### config.mk
export PLATFORM = sky130hd
export DESIGN_NAME = guess_round
export DESIGN_NICKNAME = d
export VERILOG_FILES = /design/src/rtl/guess_pkg.sv /design/src/rtl/guess_round_match.sv /design/src/rtl/guess_round.sv
export SDC_FILE = /design/constraint.sdc
export NUM_CORES = 1
export LEC_CHECK = 0
export BUFFER_PORTS_ARGS = -buffer_cell sky130_fd_sc_hd__buf_2
export CAP_MARGIN = 20
export CORE_ASPECT_RATIO = 0.75
export CORE_MARGIN = 5
export CORE_UTILIZATION = 43
export CTS_BUF_LIST = sky130_fd_sc_hd__clkbuf_8 sky130_fd_sc_hd__clkbuf_16
export DETAILED_ROUTE_END_ITERATION = 10
export PLACE_DENSITY = 0.7
export RECOVER_POWER = 100
export SLEW_MARGIN = 20
export SYNTH_ARGS = -nofsm -noshare
export SYNTH_HDL_FRONTEND = slang
export SYNTH_SLANG_ARGS = --single-unit
### constraint.sdc
create_clock -name clk -period 3.8 [get_ports clk]
set_input_delay 0.19 -clock clk [delete_from_list [all_inputs] [get_ports clk]]
set_output_delay 0.19 -clock clk [all_outputs]
set_load 0.03 [all_outputs]
### src/rtl/guess_pkg.sv
// Shared types and widths for the guessing-game round controller and its matcher.
package guess_pkg;

    localparam int GUESS_W = 6;
    localparam int CNT_W   = 3;
    localparam int TRIES_W = 4;

    localparam logic [CNT_W-1:0] WIN_COUNT = 3'd6;

    typedef enum logic [2:0] {
        IDLE = 3'd0,
        WAIT = 3'd1,
        EVAL = 3'd2,
        WIN  = 3'd3,
        LOSE = 3'd4
    } state_t;

    function automatic logic [CNT_W-1:0] cnt_max(input logic [CNT_W-1:0] x,
                                                 input logic [CNT_W-1:0] y);
        return (x > y) ? x : y;
    endfunction

endpackage

### src/rtl/guess_round_match.sv
// Combinational match counter: number of guess bits a..f equal to the matching answer bit.
module guess_round_match
    import guess_pkg::*;
(
    input  logic [GUESS_W-1:0] ans,
    input  logic               a,
    input  logic               b,
    input  logic               c,
    input  logic               d,
    input  logic               e,
    input  logic               f,
    output logic [CNT_W-1:0]   count
);

    logic [GUESS_W-1:0] eq;

    always_comb begin
        eq    = ~(ans ^ {f, e, d, c, b, a});
        count = '0;
        for (int i = 0; i < GUESS_W; i++)
            count = count + CNT_W'(eq[i]);
    end

endmodule

### src/rtl/guess_round.sv
// Round controller around the internal matcher: latches answer/guesses, tracks tries and best score.
// Optional GUESS_HINT_EN adds a registered per-bit match mask on hint_mask.
module guess_round
    import guess_pkg::*;
#(
    parameter int MAX_TRIES = 8
) (
    input  logic               clk,
    input  logic               reset,
    input  logic               start,
    input  logic [GUESS_W-1:0] ans_in,
    input  logic               guess_valid,
    input  logic [GUESS_W-1:0] guess_in,
    output logic               guess_ready,
    output logic [GUESS_W-1:0] ans_q,
    output logic [GUESS_W-1:0] guess_q,
    output logic [CNT_W-1:0]   last_count,
    output logic [CNT_W-1:0]   best_count,
    output logic [TRIES_W-1:0] tries,
    output logic               busy,
    output logic               win,
    output logic               lose
`ifdef GUESS_HINT_EN
    ,
    output logic [GUESS_W-1:0] hint_mask
`endif
);

    localparam logic [TRIES_W-1:0] TRIES_LAST = TRIES_W'(MAX_TRIES);

    state_t           state;
    logic [CNT_W-1:0] count;

    guess_round_match u_match (
        .ans   (ans_q),
        .a     (guess_q[0]),
        .b     (guess_q[1]),
        .c     (guess_q[2]),
        .d     (guess_q[3]),
        .e     (guess_q[4]),
        .f     (guess_q[5]),
        .count (count)
    );

    // Status flags are registered alongside the state so they are clean decodes.
    always_ff @(posedge clk) begin
        if (reset) begin
            state       <= IDLE;
            ans_q       <= '0;
            guess_q     <= '0;
            last_count  <= '0;
            best_count  <= '0;
            tries       <= '0;
            guess_ready <= 1'b0;
            busy        <= 1'b0;
            win         <= 1'b0;
            lose        <= 1'b0;
`ifdef GUESS_HINT_EN
            hint_mask   <= '0;
`endif
        end else begin
            case (state)
                IDLE, WIN, LOSE: begin
                    if (start) begin
                        state       <= WAIT;
                        ans_q       <= ans_in;
                        guess_q     <= '0;
                        last_count  <= '0;
                        best_count  <= '0;
                        tries       <= '0;
                        guess_ready <= 1'b1;
                        busy        <= 1'b1;
                        win         <= 1'b0;
                        lose        <= 1'b0;
`ifdef GUESS_HINT_EN
                        hint_mask   <= '0;
`endif
                    end
                end
                WAIT: begin
                    if (guess_valid) begin
                        state       <= EVAL;
                        guess_q     <= guess_in;
                        guess_ready <= 1'b0;
                    end
                end
                EVAL: begin
                    last_count <= count;
                    best_count <= cnt_max(best_count, count);
                    tries      <= tries + 1'b1;
`ifdef GUESS_HINT_EN
                    hint_mask  <= ~(ans_q ^ guess_q);
`endif
                    // A win on the final try still counts as a win.
                    if (count == WIN_COUNT) begin
                        state <= WIN;
                        busy  <= 1'b0;
                        win   <= 1'b1;
                    end else if (tries + 1'b1 == TRIES_LAST) begin
                        state <= LOSE;
                        busy  <= 1'b0;
                        lose  <= 1'b1;
                    end else begin
                        state       <= WAIT;
                        guess_ready <= 1'b1;
                    end
                end
                default: begin
                    state       <= IDLE;
                    guess_ready <= 1'b0;
                    busy        <= 1'b0;
                    win         <= 1'b0;
                    lose        <= 1'b0;
                end
            endcase
        end
    end

endmodule

**After elaboration in Yosys (flattened, before gate mapping)**

Cells that the tools add are included.

- Register bits after elaboration: 29
- Logic and storage cells: 75
- Output and inout bits: 26
- Input bits: 16

- $lt $le $gt $ge: 1
- Add/subtract/negate cells: 6
- Reductions and logical operators: 13
- Bitwise gates (word level): 3
- Mux-type cells: 28
- Eq/ne operators: 14

Operator list:

| cell | number |
|---|---|
| two-way mux 3 bit | 6 |
| != test 2 bit (second input constant) | 7 |
| adder 3 x 1 -> 3 bit | 4 |
| two-way mux 6 bit | 2 |
| case mux 1 bit (3 select lines) | 4 |
| case mux 3 bit (2 select lines) | 2 |
| case mux 6 bit (2 select lines) | 1 |
| AND reduction 3 bit | 4 |
| two-way mux 1 bit | 10 |
| case mux 3 bit (3 select lines) | 1 |
| case mux 4 bit (2 select lines) | 1 |
| AND reduction 4 bit | 2 |
| equality test 3 x 2 -> 1 bit (second input constant) | 2 |
| equality test 3 bit (second input constant) | 2 |
| inverter 6 bit | 1 |
| AND reduction 2 bit | 3 |
| XOR 6 bit | 1 |
| adder 4 x 1 -> 4 bit (second input constant) | 1 |
| equality test 4 bit (second input constant) | 1 |
| two-way mux 4 bit | 1 |
| nonzero test 2 bit | 2 |
| equality test 3 x 1 -> 1 bit (second input constant) | 1 |
| > comparator 3 bit | 1 |
| logical NOT 3 bit | 1 |
| other kinds (4) | 4 |

**Depth between registers and ports, before layout**

Gate-level depths: netlist (run 1).

- Word-level depth: 10
- Gate-level depth with buffers: 11
- Gate-level depth less buffers: 11

**Cells and area by module**

A second synthesis (run 1) with hierarchy kept.

- Cells, all modules: 182
- Area, all modules: 1642.8 µm²

By module, submodules not included:

| module | sequential area each (µm²) | area each (µm²) | times used | cells each |
|---|---|---|---|---|
| guess_round | 580.6 | 1517.7 | 1 | 172 |
| guess_round_match | 0.0 | 125.1 | 1 | 10 |

**Least setup slack after synthesis (run 1)**

No wires, ideal clock.

- Kind: register to register
- From: register ans_q[0]
- To: register best_count[0]
- Data required time: 3.679 ns
- Buffers on the path: 0
- Arrival time: 3.420 ns
- Setup time: 0.121 ns
- Cell stages (with the launch flop): 12
- Path slack: 0.259 ns
- Period minus slack after synthesis: 3.541 ns
- Cells stage by stage: dfxtp_1 -> xnor2_1 -> ha_1 -> inv_1 -> fa_1 -> fa_1 -> fa_1 -> ha_1 -> a21oi_1 -> o21ai_0 -> a21oi_2 -> mux2_4

- Cells in the longest elaborated chain, start to end: 10
- Elaborated cells between the ends (all ways): 12
- Classes of those cells: add/sub: 5; order compare: 1; eq/ne: 1; mux: 2; bitwise: 2; reduce/logical: 1

Ends and longest elaborated chain:

| what | RTL line | RTL |
|---|---|---|
| start: declaration | guess_round.sv:15 | `output logic [GUESS_W-1:0] ans_q,` |
| start signal: assignment | guess_round.sv:66 | `ans_q <= ans_in;` |
| XOR 6 bit * | guess_round_match.sv:18 | `eq = ~(ans ^ {f, e, d, c, b, a});` |
| inverter 6 bit * | guess_round_match.sv:18 |  |
| adder 1 x 1 -> 2 bit * | guess_round_match.sv:21 | `count = count + CNT_W'(eq[i]);` |
| adder 3 x 1 -> 3 bit * (4 in series) | guess_round_match.sv:21 |  |
| > comparator 3 bit | guess_pkg.sv:20 | `return (x > y) ? x : y;` |
| != test 2 bit (no source line) | - |  |
| AND reduction 3 bit (no source line) | - |  |
| end signal: assignment | guess_round.sv:89 | `best_count <= cnt_max(best_count, count);` |
| end: declaration | guess_round.sv:18 | `output logic [CNT_W-1:0] best_count,` |

Mark *: on every way between the ends. The rest lies on a longest branch, timed or not. The select of a mux whose other input is x is not followed.
A chain may end at the register's enable or synchronous reset.

**Worst setup path in the final report (run 1)**

- From: register ans_q[1]
- To: register best_count[1]

The elaborated chain is that of the path after synthesis.

==> results.cfg, run 1 <==
[detailed_routing]
drtAntennaViolNets = 0
via_count = 1378
routedWlPerCell_um = 13.1
first_pass_iters = 4
drt-total-wl_um = 3580
drc_errors = 0
viasPerCell = 5.07
dr.first_iter.drc_count = 63

[clock_tree]
numClockSinks = 29
cts_max_level = 2
clk_latency_ps = 280
cts_hold_buf = 0
clockRootBuffer = clkbuf_8
clock_path_buffers = 2
path_clk_slew_ps = 60
tritoncts = done
cts_inserted_buffers = 5
cts_setup_buffers = 0
cts_resized = 0

[worst_setup_path]
reg2reg_depth = 11
worstPathBufferInverterCount = 1
worstPathRequired_ps = 3960
slowest_stage = fa_1
startpoint = ans_q[1]$_SDFFE_PP0P_
cp_common_cell = fa_1
worst-path-stages = 11
worstSetupPathType = flop to flop
cp_cell_sequence = xnor2_1, ha_1, inv_1, fa_1, fa_1, fa_1, ha_1, a21oi_1, o21ai_0, a21oi_2, mux2_1
cpPeakStageDelay_ps = 510
r2r_start = ans_q[1]$_SDFFE_PP0P_
crit_path_max_fanout = 4
critPathCaptureType = flop
path_delay_family = adder cells
arrival_ps = 3680
worst_setup_path_start_kind = flop

[floorplanning]
die-area_um2 = 5270
initial_utilization_pct = 45.3
die_w_um = 82.2
die_h_um = 64.1
core_area_um2 = 3710
rows = 19
io-pin-count = 42

[layout]
final_area_um2 = 1930
num_antenna_cells = 0
drive_above_1_share_pct = 12.7
fillers = 384
syn_to_final_growth_pct = 14.8
nets = 243

[logic_synthesis]
ys_top_cells_by_area = dfxtp_1, mux2i_1, nor2_1, ha_1, fa_1
yosys.area.top_type_share_pct = 34.6
synth_seq_cells = 29
postSynthCellCount = 186
netlist_area_um2 = 1680
seq_area_frac_synth_pct = 34.6
syn_nets = 210
syn_avg_cell_area_um2 = 9.03
yosysUniqueCellTypes = 44
yosysTopAreaCell = dfxtp_1
yosysWarnings = 0

[min_path]
holdPathStages = 3
hp-start = ans_in[2]
hp-class = input pin to flop

[status]
status = finished clean

[sta]
fin_skew_ps = 5.54
post-route-period-util_pct = 92.8
slew_headroom_pct = 16.7
final_hold_viol_count = 0
setup_viol = 0
final_max_slew_viol_count = 0
fmax_mhz = 284
rsz0062_at_grt = false
period_minus_slack_ps = 3530
worst_pin_slew_ps = 1240
setup_tns_ps = 0
worst_slack_ps = 274

[placement]
dpl_cell_area_um2 = 1860
dp_worst_setup_slack_ps = 276
io_buffers = 41
globalplace.congestion = 0.770
dp_hpwl_um = 2610

[pwr]
powerDensity_nw_per_um2 = 559
p_leak_nw = 0.837
ir_drop_mv = 0.262

[global_routing]
grt_max_degree = 34
grt_pass1_vias = 1353
track_usage_pct = 14.9
grt_first_pass_wirelength_um = 6130
antenna_found_initial = 0
grt_overflow = 0

[run]
maxCapViolCount = 0
per-layer routing:
layer,wire (µm),track usage (%),part of all wire (%),vias up
met5,0,0,0,-
met2,1430,21.1,40,36
met3,236,5.06,6.6,5
li1,-,-,-,708
met1,1870,20.9,52,629
met4,34,5.39,0.95,0
where the power goes:
| part | total [mW] | internal (mW) | switching [mW] |
|---|---|---|---|
| logic | 0.387 | 0.147 | 0.239 |
| registers | 0.364 | 0.331 | 0.0332 |
| clock network | 0.326 | 0.211 | 0.115 |
| total | 1.08 | 0.689 | 0.387 |
worst reg2reg max path, stage by stage, from the launching register on:
cell and delay (ps):
dfxtp_1 330, xnor2_1 130, ha_1 270, inv_1 50, fa_1 510, fa_1 450
fa_1 440, ha_1 370, a21oi_1 160, o21ai_0 110, a21oi_2 230, mux2_1 350
layout make-up:
type	count	area, µm²	share of cell area (%)
well taps	52	65.1	3.38
clock inverters	2	33.8	1.75
clock buffers	6	82.6	4.29
repair buffers	42	176	9.16
inverters	5	18.8	0.974
flip-flops and latches	29	581	30.1
multi-input cells	136	970	50.3
flip-flops by register name (all words and copies together), names as in the netlist:
signal	cells
last_count	3
state	3
guess_ready	1
win	1
busy	1
best_count	3
ans_q	6
lose	1
tries	4
guess_q	6
synthesized netlist by cell type:
cell type and n:
nand3_1 2, nor2b_1 6, dfxtp_1 29, a31oi_4 1, clkbuf_1 4, buf_2 4, o31a_1 1, nand2b_1 6
a221oi_1 1, and3b_1 2, nor3_1 6, fa_1 3, o2111ai_1 1, o21bai_2 1, nand2_1 5, xor2_1 4
and2_1 6, a211oi_1 4, o21ai_0 3, ha_1 5, a22oi_1 2, a21boi_0 1, mux2i_1 14, o22ai_1 1
nor3b_1 4, or3b_1 1, a32oi_1 1, a211o_1 1, mux2_4 3, o211ai_1 1, xnor2_1 3, inv_1 5
a31oi_1 1, nor2_1 28, a21oi_2 2, o211a_1 1, nand3b_1 1, or4_1 1, a21oi_1 10, or2_2 1
buf_6 1, buf_4 7, o21ai_2 1, a21o_1 1
worst paths after layout:
check	endpoint	slack, ps
worst max-delay path	best_count[1]$_SDFFE_PP0P_	270
worst min-delay path	ans_q[2]$_SDFFE_PP0P_	140
worst max register to register	best_count[1]$_SDFFE_PP0P_	270
worst min register to register	guess_ready$_SDFFE_PP0P_	480
metrics by stage:
stage | hold slack, ps | util [%] | cells | power (mW)
2_1_floorplan | 334 | - | 186 | 0.680
3_3_place_gp | 419 | 50.1 | 264 | 0.769
3_5_place_dp | 430 | 50.1 | 264 | 0.776
4_1_cts | 138 | 53.2 | 272 | 1.11
5_1_grt | 156 | 52.0 | 272 | 1.15
6_report | 142 | 52.0 | 272 | 1.08
cells in the final DEF (no fill, tap or decap), types with 2 or more instances in the layout:
cell,instances
dfxtp_1,29
nor2_1,28
clkbuf_1,27
buf_2,15
mux2i_1,14
a21oi_1,10
inv_1,6
nor2b_1,6
nand2b_1,6
nor3_1,6
and2_0,6
clkbuf_8,6
nand2_1,5
ha_1,5
xor2_1,4
nor3b_1,4
o21ai_0,4
a211oi_1,4
xnor2_1,3
fa_1,3
a21oi_2,2
a22oi_1,2
mux2_1,2
and3b_1,2
nand3_1,2
kinds of logic after synthesis:
kind of cell               after synthesis  synth area share (%)
AOI/OAI and AO/OA                       35                  15.4
xor gates and xnor gates                 7                  3.65
DFF                                     29                  34.6
buffers and inverters                   21                  7.00
adders and majority gates                8                  7.30
muxes                                   17                  11.0
and+or+nand+nor                         69                  21.1
Note: power is estimated with default switching activity, not from simulation.
==> run 2: changes to the inputs <==
--- a/config.mk
+++ b/config.mk
@@ -13,7 +13,8 @@
 export CTS_BUF_LIST = sky130_fd_sc_hd__clkbuf_8 sky130_fd_sc_hd__clkbuf_16
 export DETAILED_ROUTE_END_ITERATION = 10
 export PLACE_DENSITY = 0.7
-export RECOVER_POWER = 100
+export RECOVER_POWER = 25
+export SETUP_SLACK_MARGIN = 0.02
 export SLEW_MARGIN = 20
 export SYNTH_ARGS = -nofsm -noshare
 export SYNTH_HDL_FRONTEND = slang
==> run 2 against run 1 <==
Against the previous run:
- sequential share of layout area fell by 0.48 points
- non-clock buffer count stayed put
- combinational power rose by 4%
- highest routed layer unchanged
==> results.cfg, run 2 (synthesis gave the netlist of run 1 again) <==
[status]
status = finished clean

[clock_tree]
clk_latency_ps = 270
cts_inserted_buffers = 5
numClockSinks = 29
path_clk_slew_ps = 60
cts_setup_buffers = 0
tritoncts = done
cts_max_level = 2
clock_path_buffers = 2
cts_resized = 0
cts_hold_buf = 0
clockRootBuffer = clkbuf_8

[floorplanning]
io-pin-count = 42
die-area_um2 = 5270
rows = 19
core_area_um2 = 3710
initial_utilization_pct = 45.3
die_w_um = 82.2
die_h_um = 64.1

[detailed_routing]
drt-total-wl_um = 3580
first_pass_iters = 4
viasPerCell = 5.09
routedWlPerCell_um = 13.2
drc_errors = 0
dr.first_iter.drc_count = 63
via_count = 1384
drtAntennaViolNets = 0

[pwr]
powerDensity_nw_per_um2 = 557
power_mw = 1.09
ir_drop_mv = 0.264
clockPowerShare_pct = 29.9
p_switching_uw = 388
power.internal_uw = 703
pwr-share-comb_pct = 36.7
swShare_pct = 35.6
p_seq_share_pct = 33.4
p_leak_nw = 0.904

[global_routing]
track_usage_pct = 14.9
grt_pass1_vias = 1353
grt_first_pass_wirelength_um = 6130
antenna_found_initial = 0
grt_overflow = 0
grt_max_degree = 34

[placement]
globalplace.congestion = 0.770
dp_hpwl_um = 2610
dpl_cell_area_um2 = 1860
io_buffers = 41

[sta]
final_hold_viol_count = 0
rsz0062_at_grt = false
setup_tns_ps = 0
final_max_slew_viol_count = 0
worst_pin_slew_ps = 697
fin_skew_ps = 4.69
setup_viol = 0
slew_headroom_pct = 53.4
fmax_mhz = 284
period_minus_slack_ps = 3520
post-route-period-util_pct = 92.7
hold_ws_ps = 143

[run]
maxCapViolCount = 0

[min_path]
holdPathStages = 3
hp-class = input pin to flop

[worst_setup_path]
worstPathBufferInverterCount = 1
path_delay_family = adder cells
worst_setup_path_start_kind = flop
arrival_ps = 3680
worstSetupPathType = flop to flop
crit_path_max_fanout = 4
regToRegSetupSlack_ps = 280
cp_cell_sequence = xnor2_1, ha_1, inv_1, fa_1, fa_1, fa_1, ha_1, a21oi_1, o21ai_0, a21oi_2, mux2_4
slowest_stage = fa_1
cp_common_cell = fa_1
worstPathRequired_ps = 3960
cpPeakStageDelay_ps = 510
reg2reg_depth = 11
critPathCaptureType = flop
worst-path-stages = 11

[layout]
drive_above_1_share_pct = 20.5
top_regs = ans_q x6, guess_q x6, tries x4
nets = 243
mostFrequentLayoutCells = dfxtp_1, nor2_1, buf_2
final_area_um2 = 1960
num_antenna_cells = 0
layout_commonest_cell = dfxtp_1
syn_to_final_growth_pct = 16.6
run 2: metrics by stage:
stage,util [%],setup WS [ps],cells
after CTS,53.2,259,272
after detailed placement,50.1,276,264
final,52.8,279,272
after floorplan,-,259,186
after global routing,52.8,123,272
after global placement,50.1,366,264
run 2: cell type report:
type	instances	area [µm²]
fill	377	1750
clock buffer	6	82.6
timing repair buffer	42	196
tap	52	65.1
clock inverter	2	33.8
inverter	5	18.8
sequential	29	581
multi-input combinational	136	981
run 2: path summary, 6_finish.rpt:
kind,startpoint,end
max,ans_q[1]$_SDFFE_PP0P_,best_count[1]$_SDFFE_PP0P_
min,ans_in[2],ans_q[2]$_SDFFE_PP0P_
max reg2reg,ans_q[1]$_SDFFE_PP0P_,best_count[1]$_SDFFE_PP0P_
min reg2reg,guess_ready$_SDFFE_PP0P_,guess_ready$_SDFFE_PP0P_
run 2: power by group through the flow:
stage / clock (mW) / combinational [mW] / sequential, mW
2_1_floorplan: 0 / 0.290 / 0.390
3_3_place_gp: 0 / 0.400 / 0.369
3_5_place_dp: 0 / 0.405 / 0.370
4_1_cts: 0.335 / 0.410 / 0.364
5_1_grt: 0.351 / 0.448 / 0.370
6_report: 0.326 / 0.401 / 0.365
run 2: per-layer routing:
layer / part of all wire (%) / vias to the layer above / GRT usage, %
met5: 0 / - / 0
met4: 0.95 / 0 / 5.39
met3: 6.8 / 5 / 5.06
met2: 40 / 37 / 21.1
met1: 52 / 636 / 20.9
li1: - / 706 / -
run 2: tightest hold or removal path: stages:
cell,delay [ps]
buf_2,70
mux2i_1,50
nor2_1,70
==> run 3: changes to the inputs <==
--- a/config.mk
+++ b/config.mk
@@ -8,7 +8,7 @@
 export BUFFER_PORTS_ARGS = -buffer_cell sky130_fd_sc_hd__buf_2
 export CAP_MARGIN = 20
 export CORE_ASPECT_RATIO = 0.75
-export CORE_MARGIN = 5
+export CORE_MARGIN = 3
 export CORE_UTILIZATION = 43
 export CTS_BUF_LIST = sky130_fd_sc_hd__clkbuf_8 sky130_fd_sc_hd__clkbuf_16
 export DETAILED_ROUTE_END_ITERATION = 10
==> run 3 against run 2 <==
Against the previous run:
- via count is 1.4% higher
- flip-flop and latch count stayed put
- critical path depth stayed put
- clock skew is 1.0 ps higher
- combinational power is 1% lower
- worst hold slack worse by 5.5 ps
- die area is 11% lower
- register-to-register slack better by 20 ps
- first-iteration DRC count is 13% higher
- sequential share of layout area is 0.27 points higher
- total power is 4.9% lower
- largest cell class unchanged
==> results.cfg, run 3 (synthesis gave the netlist of run 1 again) <==
[clock_tree]
clockRootBuffer = clkbuf_8
numClockSinks = 29
cts_inserted_buffers = 5
cts_max_level = 2
tritoncts = done
path_clk_slew_ps = 60
cts_hold_buf = 0
cts_resized = 0
clk_latency_ps = 280
cts_setup_buffers = 0
clock_path_buffers = 2

[worst_setup_path]
crit_end = best_count[0]$_SDFFE_PP0P_
arrival_ps = 3670
startpoint = ans_q[0]$_SDFFE_PP0P_
r2r_end = best_count[0]$_SDFFE_PP0P_
worstSetupPathType = flop to flop
crit_path_max_fanout = 4
critPathCaptureType = flop
cp_common_cell = fa_1
worstPathRequired_ps = 3970
cp_cell_sequence = xnor2_1, ha_1, inv_1, fa_1, fa_1, fa_1, ha_1, a21oi_1, o21ai_0, a21oi_2, mux2_4
worst_setup_path_start_kind = flop
r2r_start = ans_q[0]$_SDFFE_PP0P_
slowest_stage = fa_1
regToRegSetupSlack_ps = 300
reg2reg_depth = 11
cpPeakStageDelay_ps = 500

[detailed_routing]
first_pass_iters = 4
dr.first_iter.drc_count = 71
drt-total-wl_um = 3680
viasPerCell = 5.20
via_count = 1403
routedWlPerCell_um = 13.6
drc_errors = 0
drtAntennaViolNets = 0

[run]
maxCapViolCount = 0

[global_routing]
antenna_found_initial = 0
track_usage_pct = 16.6
grt_first_pass_wirelength_um = 5940
grt_pass1_vias = 1220
grt_max_degree = 34
grt_overflow = 0

[status]
status = finished clean

[placement]
io_buffers = 41
globalplace.congestion = 0.846
dp_hpwl_um = 2660

[sta]
fmax_mhz = 286
rsz0062_at_grt = false
final_max_slew_viol_count = 0
fin_skew_ps = 5.69
setup_tns_ps = 0
slew_headroom_pct = 37.2
hold_ws_ps = 137
post-route-period-util_pct = 92.2
setup_viol = 0
worst_pin_slew_ps = 940
final_hold_viol_count = 0
period_minus_slack_ps = 3500

[floorplanning]
io-pin-count = 42
die_h_um = 60.1
initial_utilization_pct = 47.8
die_w_um = 78.2
die-area_um2 = 4700
core_area_um2 = 3510
rows = 18

[pwr]
powerDensity_nw_per_um2 = 535
ir_drop_mv = 0.273
p_leak_nw = 0.896

[layout]
mostFrequentLayoutCells = dfxtp_1, nor2_1, buf_2
drive_above_1_share_pct = 20.9
num_antenna_cells = 0
layout_commonest_cell = dfxtp_1
syn_to_final_growth_pct = 15.6
top_regs = ans_q x6, guess_q x6, tries x4
nets = 243

[min_path]
hp-class = input pin to flop
==> run 3: final cells by class <==
type,count,area [µm²]
fill,342,1570
multi-input combinational,136,981
sequential,29,581
timing repair buffer,42,196
clock buffer,7,96.3
tap,50,62.6
inverter,5,18.8
clock inverter,1,5.00
==> run 3: metal layers <==
| layer | up-vias | global-route usage, % | part of all wire (%) |
|---|---|---|---|
| met2 | 34 | 22.0 | 41 |
| met4 | 0 | 5.99 | 1.2 |
| met5 | - | 0 | 0 |
| met3 | 7 | 5.57 | 6.5 |
| met1 | 657 | 24.5 | 51 |
| li1 | 705 | - | - |
==> run 3: how the worst min path moves through the flow <==
stage,cells past startpoint,slack (ps),end,startpoint
detailed placement,3,430,ans_q[4]$_SDFFE_PP0P_,ans_in[4]
global placement,3,420,ans_q[5]$_SDFFE_PP0P_,ans_in[5]
global route,3,140,ans_q[3]$_SDFFE_PP0P_,ans_in[3]
CTS,3,130,ans_q[4]$_SDFFE_PP0P_,ans_in[4]
floorplan,2,330,ans_q[0]$_SDFFE_PP0P_,ans_in[0]
finish,3,140,ans_q[4]$_SDFFE_PP0P_,ans_in[4]
==> run 3: power by group <==
group | switching (mW) | internal, mW
Combinational | 0.235 | 0.159
Sequential | 0.0338 | 0.331
Clock | 0.115 | 0.163
Total | 0.384 | 0.654
==> run 3: worst max-delay path: cells and delay by family (launching register included) <==
kind                       cells  cell delay, ps
adders and majority gates      5            2040
xor gates and xnor gates       1             130
DFF                            1             330
muxes                          1             320
buffers and inverters          1              50
AOI/OAI and AO/OA              3             520
==> run 3: through the flow <==
| step | worst slack (ps) | instances | util (%) | power (mW) | cell area, µm² |
|---|---|---|---|---|---|
| finish | 297 | 270 | 55.2 | 1.04 | 1940 |
| global route | 137 | 270 | 55.2 | 1.11 | 1940 |
| CTS | 270 | 270 | 55.7 | 1.05 | 1960 |
| detailed placement | 271 | 262 | 52.8 | 0.771 | 1860 |
| global placement | 376 | 262 | 52.8 | 0.767 | 1860 |
| floorplan | 259 | 186 | - | 0.680 | 1680 |
